### config.mk
export PLATFORM = sky130hd
export DESIGN_NAME = psum_pingpong_ctrl
export DESIGN_NICKNAME = d
export VERILOG_FILES = /design/src/rtl/psum_pingpong_ctrl.sv
export SDC_FILE = /design/constraint.sdc
export NUM_CORES = 1
export LEC_CHECK = 0
export CORE_MARGIN = 2
export CORE_UTILIZATION = 45
export CTS_CLUSTER_SIZE = 40
export DETAILED_ROUTE_END_ITERATION = 7
export GPL_TIMING_DRIVEN = 0
export PLACE_DENSITY = 0.87
export SLEW_MARGIN = 30
export SYNTH_ARGS = -nofsm -noshare
export SYNTH_HDL_FRONTEND = slang
export SYNTH_SLANG_ARGS = --single-unit
export TNS_END_PERCENT = 10
### constraint.sdc
create_clock -name clk -period 2.3 [get_ports clk]
set_input_delay 0.46 -clock clk [delete_from_list [all_inputs] [get_ports clk]]
set_output_delay 0.46 -clock clk [all_outputs]
set_load 0.02 [all_outputs]
### src/rtl/psum_pingpong_ctrl.sv
// Ping-pong psum SRAM sequencer. Runs num_kij accumulation passes of LEN_NIJ
// vectors. Each pass reads the old partial sums from one bank while the
// updated sums go into the other bank, and the banks swap roles between
// passes. After the last pass the finished bank is dumped to the output path.
module psum_pingpong_ctrl #(
  parameter int LEN_NIJ = 16,
  parameter int ADDR_W  = 11,
  parameter int KIJ_W   = 4
) (
  input  logic              clk,
  input  logic              reset,
  input  logic              start,
  input  logic [KIJ_W-1:0]  num_kij,
  input  logic              src_valid,
  output logic              src_rd,
  input  logic              dump_ready,
  output logic              cen_mem1,
  output logic              wen_mem1,
  output logic              cen_mem2,
  output logic              wen_mem2,
  output logic [ADDR_W-1:0] addr_mem1,
  output logic [ADDR_W-1:0] addr_mem2,
  output logic              rchip,
  output logic              first_pass,
  output logic              dump_valid,
  output logic [KIJ_W-1:0]  kij_idx,
  output logic              busy,
  output logic              done
);

  typedef enum logic [2:0] {
    S_IDLE,
    S_ACC,
    S_DRAIN,
    S_SWAP,
    S_DUMP,
    S_DONE
  } state_t;

  localparam logic [ADDR_W-1:0] LAST_ADDR = ADDR_W'(LEN_NIJ - 1);

  state_t             state;
  logic [ADDR_W-1:0]  ptr;
  logic               wr_v;
  logic [ADDR_W-1:0]  wr_addr;
  logic [KIJ_W-1:0]   num_kij_r;

  logic acc_issue;
  logic dump_issue;

  // Issue qualifiers: a vector is popped / dumped only when the partner is
  // ready and the pass still has addresses left.
  assign acc_issue  = (state == S_ACC)  && src_valid  && (ptr <= LAST_ADDR);
  assign dump_issue = (state == S_DUMP) && dump_ready && (ptr <= LAST_ADDR);
  assign src_rd     = acc_issue;

  // Bank strobes: read bank follows the issue, write bank follows the
  // one-cycle-delayed issue, dump reads the bank written by the last pass.
  always_comb begin
    // NOTE: every output gets a default first so no path leaves a latch.
    cen_mem1  = 1'b1;
    wen_mem1  = 1'b1;
    addr_mem1 = '0;
    cen_mem2  = 1'b1;
    wen_mem2  = 1'b1;
    addr_mem2 = '0;

    if (acc_issue && !first_pass) begin
      if (!rchip) begin
        cen_mem1  = 1'b0;
        addr_mem1 = ptr;
      end else begin
        cen_mem2  = 1'b0;
        addr_mem2 = ptr;
      end
    end

    if (wr_v) begin
      if (!rchip) begin
        cen_mem2  = 1'b0;
        wen_mem2  = 1'b0;
        addr_mem2 = wr_addr;
      end else begin
        cen_mem1  = 1'b0;
        wen_mem1  = 1'b0;
        addr_mem1 = wr_addr;
      end
    end

    if (dump_issue) begin
      if (!rchip) begin
        cen_mem2  = 1'b0;
        addr_mem2 = ptr;
      end else begin
        cen_mem1  = 1'b0;
        addr_mem1 = ptr;
      end
    end
  end

  // Job sequencer: pass/address bookkeeping and registered status outputs.
  always_ff @(posedge clk or negedge reset) begin
    if (!reset) begin
      state      <= S_IDLE;
      ptr        <= '0;
      wr_v       <= 1'b0;
      wr_addr    <= '0;
      num_kij_r  <= '0;
      rchip      <= 1'b0;
      kij_idx    <= '0;
      first_pass <= 1'b0;
      dump_valid <= 1'b0;
      busy       <= 1'b0;
      done       <= 1'b0;
    end else begin
      // NOTE: sequential state uses non-blocking assignments so every
      // register samples pre-edge values regardless of statement order.
      wr_v       <= acc_issue;
      wr_addr    <= ptr;
      dump_valid <= dump_issue;
      done       <= 1'b0;

      case (state)
        S_IDLE: begin
          if (start && (num_kij != '0)) begin
            state      <= S_ACC;
            num_kij_r  <= num_kij;
            kij_idx    <= '0;
            rchip      <= 1'b0;
            ptr        <= '0;
            first_pass <= 1'b1;
            busy       <= 1'b1;
          end
        end

        S_ACC: begin
          if (acc_issue) begin
            ptr <= ptr + ADDR_W'(1);
            if (ptr == LAST_ADDR) state <= S_DRAIN;
          end
        end

        // Final write of the pass lands here; pick swap or dump.
        S_DRAIN: begin
          ptr        <= '0;
          first_pass <= 1'b0;
          if (kij_idx == (num_kij_r - KIJ_W'(1))) state <= S_DUMP;
          else                                    state <= S_SWAP;
        end

        S_SWAP: begin
          rchip   <= ~rchip;
          kij_idx <= kij_idx + KIJ_W'(1);
          ptr     <= '0;
          state   <= S_ACC;
        end

        // Leave one cycle after the last read so its dump_valid completes.
        S_DUMP: begin
          if (dump_issue) begin
            ptr <= ptr + ADDR_W'(1);
          end else if (ptr > LAST_ADDR) begin
            state <= S_DONE;
            done  <= 1'b1;
          end
        end

        S_DONE: begin
          busy  <= 1'b0;
          state <= S_IDLE;
        end

        default: begin
          state <= S_IDLE;
          busy  <= 1'b0;
        end
      endcase
    end
  end

endmodule

## Word-level counts from Yosys, hierarchy flattened

Index checks and enable logic that the tools add are counted.

- Logic and storage cells: 97
- Register bits: 39

- Add/subtract/negate cells: 3
- Equal/unequal tests: 12
- Reductions and logical operators: 20
- $lt $le $gt $ge: 2
- Bitwise operators: 2
- Mux-type cells: 47

Operator list:

| operator | count |
|---|---|
| two-way mux 11 bit | 15 |
| one-hot mux 11 bit (4 select lines) | 1 |
| two-way mux 1 bit | 19 |
| two-way mux 3 bit | 6 |
| one-hot mux 3 bit (5 select lines) | 1 |
| adder 11 x 1 -> 11 bit, second input constant | 1 |
| equality test 11 x 4 -> 1 bit, second input constant | 1 |
| > comparator 11 x 4 -> 1 bit, second input constant | 1 |
| <= comparator 11 x 4 -> 1 bit, second input constant | 1 |
| inequality test 2 bit, second input constant | 4 |
| one-hot mux 4 bit (2 select lines) | 1 |
| AND reduction 2 bit | 4 |
| nonzero test 4 bit | 2 |
| equality test 3 x 2 -> 1 bit, second input constant | 2 |
| logical AND 1 bit | 6 |
| one-hot mux 1 bit (2 select lines) | 3 |
| AND reduction 5 bit | 1 |
| adder 4 x 1 -> 4 bit, second input constant | 1 |
| equality test 4 bit | 1 |
| two-way mux 4 bit | 1 |
| inequality test 2 x 1 -> 1 bit, second input constant | 2 |
| AND reduction 4 bit | 1 |
| nonzero test 2 bit | 2 |
| OR reduction 4 bit | 1 |
| other kinds (7) | 8 |

## Longest topological paths before layout

Gate-level depths: netlist (run 1).

- Depth in word-level cells: 9
- Mapped depth: 9
- Mapped depth without buffers: 8

## Least setup slack after synthesis (run 1)

OpenSTA, ideal clock, no wires.

- Path type: register to output
- Start point: reg ptr[7]
- End point: out addr_mem1[0]
- Buffers on the path: 0
- Cell stages (with the launch flop): 6
- Data required time: 1.840 ns
- Arrival time: 2.027 ns
- Setup slack: -0.187 ns
- Cell sequence: dfrtp_1 > or4_4 > a211oi_4 > nand4b_1 > o21ai_0 > o2bb2ai_1

- Word-level cells in the longest chain between the ends: 8
- Elaborated cells on any way between the ends: 9
- Classes of those cells: order compare: 1; mux: 5; reduce/logical: 3

RTL lines:

| what | RTL line | RTL |
|---|---|---|
| start, declared | 43 | `logic [ADDR_W-1:0] ptr;` |
| start signal, assigned | 138 | `ptr <= ptr + ADDR_W'(1);` |
| start signal, assigned | 161 | `ptr <= ptr + ADDR_W'(1);` |
| <= comparator 11 x 4 -> 1 bit (*) | 53, 54 |  |
| logical AND 1 bit | 53 | `assign acc_issue = (state == S_ACC) && src_valid && (ptr <= LAST_ADDR);` |
| logical AND 1 bit | 68 | `if (acc_issue && !first_pass) begin` |
| two-way mux 11 bit | 68 |  |
| two-way mux 11 bit | 79 | `if (!rchip) begin` |
| two-way mux 11 bit | 78 | `if (wr_v) begin` |
| two-way mux 11 bit | 91 | `if (!rchip) begin` |
| two-way mux 11 bit (*) | 90 | `if (dump_issue) begin` |
| end, declared | 21 | `output logic [ADDR_W-1:0] addr_mem1,` |

Mark *: on every way between the ends. The rest lies on a longest branch, timed or not.

## Worst setup path in the final report (run 1)

- Start point: reg ptr[7]
- End point: out addr_mem1[3]

The elaborated chain is that of the path after synthesis.

==> results.toml, run 1 <==
[status]
status = "complete, but fails checks"
violations = "setup timing"

[sta]
slew_violations = 0
relSlewSlack_pct = 53.2
clock_skew_ps = 5.42
worst_pin_slew_ps = 696
final-hold-violation-count = 0
setup_viol = 25
clock.fmax_ghz = 0.346
period_share_pct = 126
fin_crit_ps = 2890
rsz0062_at_grt = "true"
setup_slack_ps = -592

[global_routing]
grt_pass1_wl_um = 7530
grt-ovfl-total = 0
antenna_found_initial = 0
grt_max_degree = 25
grt.total_usage_pct = 19.0
grt_pass1_vias = 1614

[worst_setup_path]
r2r_slack_ps = 20
required_ps = 1840
r2r-start = "ptr[7]"
critPathKind = "flop to primary output"
reg2regPathDepth = 9
r2r_end = "ptr[7]"
crit_arrival_ps = 2430
cp-end-kind = "primary output"
crit_fanout = 3
worst_setup_path_start_kind = "flop"

[floorplan]
die_h_um = 71.0
core_um2 = 4320
initial_core_util_pct = 46.7
fp-row-count = 24
ioPinCount = 45
die-area_um2 = 5040
die_x_um = 71.0

[detailed_routing]
wl_met3_um = 248
met1_length_um = 2090
vias = 1766
drc = 0
top_layer = "met4"
routed_wl_um = 4830
first_iter_violations = 78
vias_per_cell = 5.57
avgRoutedWirePerCell_um = 15.2
ant_nets = 0
wl_met2_um = 2440
firstDrtPassIters = 4

[logic_synthesis]
synth_ff_type = "dfrtp_1"
synth_cell_type_count = 46
syn_inst = 197
synthArstFlopShare_pct = 100
netlist_top_cells_area = "dfrtp_1 48%, and2_1 4.0%, nand2_1 3.5%, nor2_1 3.5%, o2bb2ai_1 2.6%"
synth-seq-area-share_pct = 48.4
syn_nets = 209
yosys_warnings = 0
synth_seq_cells = 39
syn_area_um2 = 2020
yosysTopAreaCell = "dfrtp_1"
syn_avg_cell_area_um2 = 10.2
yosysTopAreaCellShare_pct = 48.4
synth_enable_flop_cells = 0

[finish]
area_growth_syn_to_layout_pct = 39.6
antenna_cells = 0
layout_commonest_cell = "dfrtp_1"
final_net_count = 277
drive_gt1_share_pct = 32.1
final_cell_mix = "38 x dfrtp_1, 19 x nand2_1, 18 x clkdlybuf4s50_1, 17 x nor2_1, 15 x buf_6"
final_util_pct = 65.1

[clock_tree]
cts_made_buffers = 5
cts_tree = "done"
htree_levels = 2
path_clk_slew_ps = 70
cts_sinks = 39
cts.path.max_buffers = 2
cts_root_buffer = "clkbuf_8"
holdBufCountCts = 0
insertion_delay_ps = 290

[hold_path]
hold_class = "input pin to async pin"

[power_and_ir_drop]
p_leak_nw = 1.32
ir_drop_v = 0.000479
power.density_nw_per_um2 = 1130

[placed_design]
hpwlAfterDp_um = 3240
place_congestion = 0.791
dp_worst_setup_slack_ps = -875
io_buffer_count = 44

[run]
cap_violations = 0
==> worst max-delay path: stages, from the launching register on <==
cell and delay [ps]:
dfrtp_1 390, or4_4 560, a211oi_4 270, nand4b_1 250, o21ai_2 220, buf_6 140, buf_6 90, o2bb2ai_4 100
buf_6 130
==> area by class of cell <==
class	instances	area, um2
Buffer	8	81.3
Clock buffer	6	82.6
Clock inverter	1	5.00
Fill cell	333	1510
Inverter	6	27.5
Multi-Input combinational cell	144	1020
Sequential cell	39	977
Tap cell	52	65.1
Timing Repair Buffer	61	553
==> repair_timing <==
| action | in CTS | in global routing |
|---|---|---|
| gates resized for setup | 120 | 11 |
| buffers inserted | 10 | 6 |
| endpoints found under the setup margin | 36 | 36 |
| pin swaps | 6 | 7 |
==> cells in the mapped netlist, types with 2 or more instances <==
cell type and count:
nand3_1 7, nand2_1 19, o21ai_0 10, xor2_1 5, nor2b_1 2, ha_1 3
and3_1 3, o2bb2ai_1 6, nor3_1 5, mux2_2 2, mux2i_1 3, and2_1 13
a41oi_1 4, dfrtp_1 39, or2b_2 2, o31ai_1 3, buf_2 2, a31oi_1 2
a21oi_1 6, xnor2_1 2, inv_1 5, nor2_1 19, nand3b_1 2, o21a_1 2
nand2b_1 5, a32o_1 4, clkbuf_1 3
==> worst max-delay path by stage <==
| stage | cells after the start | start | end |
|---|---|---|---|
| floorplan | 5 | ptr[7] | addr_mem2[2] |
| detailed placement | 6 | ptr[7] | addr_mem2[3] |
| global placement | 6 | ptr[7] | addr_mem2[3] |
| finish | 8 | ptr[7] | addr_mem1[3] |
| global route | 9 | ptr[1] | addr_mem1[3] |
| CTS | 8 | ptr[5] | addr_mem1[3] |
==> metrics by stage <==
step	hold slack [ps]	area (um2)	cells	TNS [ps]	power [mW]
after floorplan	164	2060	197	-662	2.00
after global placement	402	2560	293	-24360	2.46
after detailed placement	406	2590	294	-22760	2.51
after CTS	90.9	2730	311	-11610	3.09
after global routing	105	2820	317	-14420	3.37
final	87.5	2820	317	-11160	3.17
==> kinds of logic (layout without fill, tap and decap cells) <==
family / count (synthesis) / in the layout / share of synthesized area, %
AND/OR/NAND/NOR: 87 / 87 / 23.3
XOR/XNOR: 7 / 7 / 3.04
buffers and inverters: 14 / 82 / 5.27
multiplexers: 5 / 5 / 2.60
AO/OA/AOI/OAI: 42 / 42 / 15.6
adder cells (fa/ha/maj): 3 / 3 / 1.86
flip-flops: 39 / 39 / 48.4
==> registers in the layout, indices dropped and copies added (netlist names), 3 cells and up <==
register	cells
ptr	11
wr_addr	11
kij_idx	4
num_kij_r	4
state	3
==> routing by layer <==
layer / global-route usage [%] / vias to the layer above
met5: 0 / -
met2: 31.2 / 61
li1: - / 839
met4: 5.66 / 0
met3: 4.84 / 4
met1: 25.1 / 862
==> power by group <==
group	internal [mW]	switching (mW)	total (mW)
combinational	0.790	0.823	1.61
sequential	0.875	0.222	1.10
clock	0.235	0.226	0.461
total	1.90	1.27	3.17
(Power assumes the default switching activity.)
==> run 2: changes to the inputs <==
--- a/config.mk
+++ b/config.mk
@@ -9,10 +9,9 @@
 export CORE_UTILIZATION = 45
 export CTS_CLUSTER_SIZE = 40
 export DETAILED_ROUTE_END_ITERATION = 7
-export GPL_TIMING_DRIVEN = 0
 export PLACE_DENSITY = 0.87
 export SLEW_MARGIN = 30
 export SYNTH_ARGS = -nofsm -noshare
 export SYNTH_HDL_FRONTEND = slang
 export SYNTH_SLANG_ARGS = --single-unit
-export TNS_END_PERCENT = 10
+export TNS_END_PERCENT = 20
==> run 2 against run 1 <==
Net effect: core utilization rose by 3.8 points; worst hold slack improved by 400 ps; highest routed layer unchanged; critical path type unchanged; the run still ends with setup timing left; sequential share of layout area fell by 2.0 points.
==> results.toml, run 2 (synthesis results as in run 1) <==
[finish]
fillers = 311
finish.instance_area_um2 = 2980
antenna_cells = 0
drive_gt1_share_pct = 39.8
area_growth_syn_to_layout_pct = 47.8
layout.cells.non_filler = 331
final_net_count = 292
layout_commonest_cell = "dfrtp_1"
final_cell_mix = "39 x dfrtp_1, 35 x buf_4, 22 x buf_6, 19 x clkdlybuf4s50_1, 17 x nand2_1"
multi_input_area_um2 = 1090
regArea_um2 = 976
top_regs = "ptr x11, wr_addr x11"

[sta]
relSlewSlack_pct = 48.4
setup_tns_ps = -12410
worst_pin_slew_ps = 775
final-hold-violation-count = 0
fin_crit_ps = 2750
clock.fmax_ghz = 0.363
setup_viol = 36
setup_slack_ps = -454
period_share_pct = 120
rsz0062_at_grt = "true"
slew_violations = 0
clock_skew_ps = 9.22

[hold_path]
hold_class = "flop to flop"

[status]
status = "complete, but fails checks"
violations = "setup timing"

[worst_setup_path]
worst_setup_path_start_kind = "flop"
cp-end-kind = "primary output"
crit_fanout = 6
crit_arrival_ps = 2290
critPathKind = "flop to primary output"
required_ps = 1840

[placed_design]
hpwlAfterDp_um = 3760
io_buffer_count = 44
placedCellCount = 322
dpl-instance-area_um2 = 2780
place_congestion = 0.859

[floorplan]
die_x_um = 71.0
fp-row-count = 24
die-area_um2 = 5040
die_h_um = 71.0
core_um2 = 4320
initial_core_util_pct = 46.7
ioPinCount = 45

[clock_tree]
cts_made_buffers = 5
cts.path.max_buffers = 2
htree_levels = 2
path_clk_slew_ps = 70
cts_sinks = 39
cts_root_buffer = "clkbuf_8"
insertion_delay_ps = 300
cts_tree = "done"

[global_routing]
grt.total_usage_pct = 22.2
grt_pass1_vias = 1878
grt_pass1_wl_um = 8680
antenna_found_initial = 0
grt-ovfl-total = 0
grt_max_degree = 40

[detailed_routing]
vias = 1841
top_layer = "met4"
drc = 0
first_iter_violations = 114
firstDrtPassIters = 4
wl_met3_um = 209
vias_per_cell = 5.56
routed_wl_um = 5430
avgRoutedWirePerCell_um = 16.4
ant_nets = 0
met1_length_um = 2210
wl_met2_um = 2830

[power_and_ir_drop]
p_leak_nw = 1.41
ir_drop_v = 0.000464
power.density_nw_per_um2 = 1140

[run]
cap_violations = 0
-- run 2: critical path, cell delays in order (launching register included) --
cell	delay (ps)
dfrtp_1	380
or4_4	560
a211oi_4	230
buf_6	140
nand4_4	140
clkinv_4	120
buf_6	110
nor2_4	50
and2_4	150
buf_6	120
-- run 2: through the flow --
stage	hold slack (ps)	utilization [%]	power (mW)	setup WS [ps]
after floorplan	164	-	2.00	-88.9
after global placement	461	64.1	2.67	-617
after detailed placement	476	64.3	2.74	-665
after CTS	484	68.0	3.31	-523
after global routing	513	69.0	3.59	-540
final	492	69.0	3.39	-454
-- run 2: repair_timing --
item / 4_1_cts / 5_1_grt
setup endpoints to repair: 36 / 36
buffers inserted: 1 / 2
resized for setup: 160 / 7
hold buffers: 0 / 0
cloned: 0 / 0
pin swaps: 16 / 4
-- run 2: cell type report --
type | count | area share [%]
clock buffers | 6 | 2.43
inverters | 6 | 0.923
multi-input cells | 144 | 36.4
flip-flops and latches | 39 | 32.7
well taps | 52 | 2.18
repair buffers | 84 | 25.3
-- run 2: worst paths after layout --
check	cells past startpoint	to	start	slack [ps]
min in group asynchronous	2	kij_idx[1]	reset	590
setup reg to reg	12	ptr[10]	ptr[7]	-200
hold / removal	1	wr_addr[10]	ptr[10]	490
max in group asynchronous	2	ptr[8]	reset	1370
hold reg to reg	1	wr_addr[10]	ptr[10]	490
setup / recovery	9	addr_mem2[7]	ptr[7]	-450
-- run 2: layer usage --
metal / track usage [%] / vias up
met2: 37.2 / 58
met5: 0 / -
li1: - / 867
met4: 12.4 / 0
met3: 3.85 / 18
met1: 27.2 / 898
-- run 2: where the power goes --
group	switching [mW]	leakage (nW)	internal [mW]
combinational	0.979	0.872	0.953
clock	0.223	0.0371	0.202
sequential	0.163	0.501	0.874
total	1.37	1.41	2.03
==> run 3: changes to the inputs <==
--- a/config.mk
+++ b/config.mk
@@ -9,7 +9,7 @@
 export CORE_UTILIZATION = 45
 export CTS_CLUSTER_SIZE = 40
 export DETAILED_ROUTE_END_ITERATION = 7
-export PLACE_DENSITY = 0.87
+export PLACE_DENSITY_LB_ADDON = 0.12
 export SLEW_MARGIN = 30
 export SYNTH_ARGS = -nofsm -noshare
 export SYNTH_HDL_FRONTEND = slang
==> run 3 against run 2 <==
Net effect: the run still ends with setup timing left; via count shrank 6.2%; sequential power is essentially flat; fmax grew 1.9%; cell count grew 0.30%; cell area shrank 3.6%; first-iteration DRC count grew 11%; clock skew shrank 3.2 ps; non-clock buffer count is the same; global-route usage shrank 2.2 points; critical path type unchanged; critical path depth shrank 1; core utilization shrank 2.5 points; highest routed layer unchanged.
==> results.toml, run 3 (synthesis results as in run 1) <==
[detailed_routing]
vias = 1727
top_layer = "met4"
avgRoutedWirePerCell_um = 14.0
wl_met3_um = 254
ant_nets = 0
met1_length_um = 2220
drc = 0
firstDrtPassIters = 4
vias_per_cell = 5.20
routed_wl_um = 4640
wl_met2_um = 2120
first_iter_violations = 126

[worst_setup_path]
critPathBufInv = 3
crit_arrival_ps = 2240
worstSetupStartpoint = "ptr[7]"
crit_fanout = 6
critPathKind = "flop to primary output"
path_delay_family = "simple AND/OR/NAND/NOR gates"
path_cells = "or4_4 -> a211oi_4 -> buf_6 -> nand4_4 -> clkinv_4 -> nor2_2 -> a32o_2 -> buf_6"
r2r_slack_ps = -20
cp_slowest_stage_delay_ps = 550
crit_slowest_cell = "or4_4"
cp-end-kind = "primary output"
cp_common_cell = "buf_6"
r2r_end = "ptr[10]"
required_ps = 1840
worst_setup_path_start_kind = "flop"
reg2regPathDepth = 11
r2r-start = "ptr[7]"

[clock_tree]
insertion_delay_ps = 290
cts_root_buffer = "clkbuf_8"
path_clk_slew_ps = 70
htree_levels = 2
cts.path.max_buffers = 2
cts_made_buffers = 5
cts_tree = "done"
holdBufCountCts = 0
cts_sinks = 39

[floorplan]
die_x_um = 71.0
die-area_um2 = 5040
die_h_um = 71.0
initial_core_util_pct = 46.7
fp-row-count = 24
core_um2 = 4320
ioPinCount = 45

[sta]
period_share_pct = 117
clock_skew_ps = 6.01
worst_pin_slew_ps = 746
relSlewSlack_pct = 49.8
final-hold-violation-count = 0
fin_crit_ps = 2700
slew_violations = 0
setup_slack_ps = -402
setup_viol = 32
rsz0062_at_grt = "true"
clock.fmax_ghz = 0.370
setup_tns_ps = -9370
timing.hold.ws_ps = 128

[placed_design]
dpl-instance-area_um2 = 2750
io_buffer_count = 44
hpwlAfterDp_um = 3450
place_congestion = 0.807

[finish]
final_util_pct = 66.5
area_growth_syn_to_layout_pct = 42.5
regArea_um2 = 976
top_regs = "ptr x11, wr_addr x11"
final_cell_mix = "39 x dfrtp_1, 37 x buf_4, 18 x nor2_1, 18 x nand2_1, 18 x clkdlybuf4s50_1"
finish.instance_area_um2 = 2880
layout_commonest_cell = "dfrtp_1"
antenna_cells = 0
fillers = 357
drive_gt1_share_pct = 35.7
multi_input_area_um2 = 1020
final_net_count = 292

[run]
cap_violations = 0

[global_routing]
grt_pass1_vias = 1646
grt.total_usage_pct = 20.0
grt_pass1_wl_um = 7980
antenna_found_initial = 0
grt-ovfl-total = 0
grt_max_degree = 40

[power_and_ir_drop]
p_leak_nw = 1.38
pwr-share-clk_pct = 14.1
pwr-share-seq_pct = 31.5
ir_drop_v = 0.000451
p_comb_share_pct = 54.5
power.density_nw_per_um2 = 1130
p_switching_mw = 1.27
power.internal_mw = 1.99
p_sw_share_pct = 38.9

[status]
status = "complete, but fails checks"
violations = "setup timing"

[hold_path]
hold_class = "input pin to async pin"
## run 3: repair_timing
| item | in CTS | in global routing |
|---|---|---|
| setup buffers | 3 | 2 |
| pin swaps | 10 | 3 |
| setup endpoints to repair | 25 | 36 |
| gates resized for setup | 125 | 3 |
## run 3: layout make-up
| class | instances | area share, % |
|---|---|---|
| flip-flops and latches | 39 | 33.9 |
| multi-input cells | 144 | 35.5 |
| well taps | 52 | 2.26 |
| clock inverters | 1 | 0.174 |
| inverters | 6 | 0.957 |
| clock buffers | 6 | 2.87 |
| repair buffers | 84 | 24.3 |
## run 3: power groups by stage
stage / logic [mW] / clock network, mW / registers, mW
final: 1.77 / 0.457 / 1.02
after global routing: 1.93 / 0.500 / 1.05
after CTS: 1.74 / 0.472 / 1.03
after detailed placement: 1.63 / 0 / 1.04
after global placement: 1.61 / 0 / 1.03
after floorplan: 0.902 / 0 / 1.10
## run 3: per-layer routing
metal	up-vias	GRT usage (%)
met3	6	5.41
met1	815	29.4
met4	0	3.77
met5	-	0
met2	41	30.1
li1	865	-
## run 3: how the worst max path moves through the flow
stage | slack, ps | depth (start not counted) | end
finish | -400 | 8 | addr_mem2[1]
floorplan | -90 | 5 | addr_mem2[2]
CTS | -480 | 9 | addr_mem1[3]
detailed placement | -640 | 7 | addr_mem2[1]
global placement | -570 | 7 | addr_mem2[3]
global route | -500 | 9 | addr_mem1[3]
## run 3: stage by stage
stage,cells,power [mW],setup WS [ps]
final,332,3.25,-402
after global routing,332,3.48,-501
after CTS,330,3.24,-481
after detailed placement,320,2.67,-639
after global placement,320,2.64,-570
after floorplan,197,2.00,-88.9
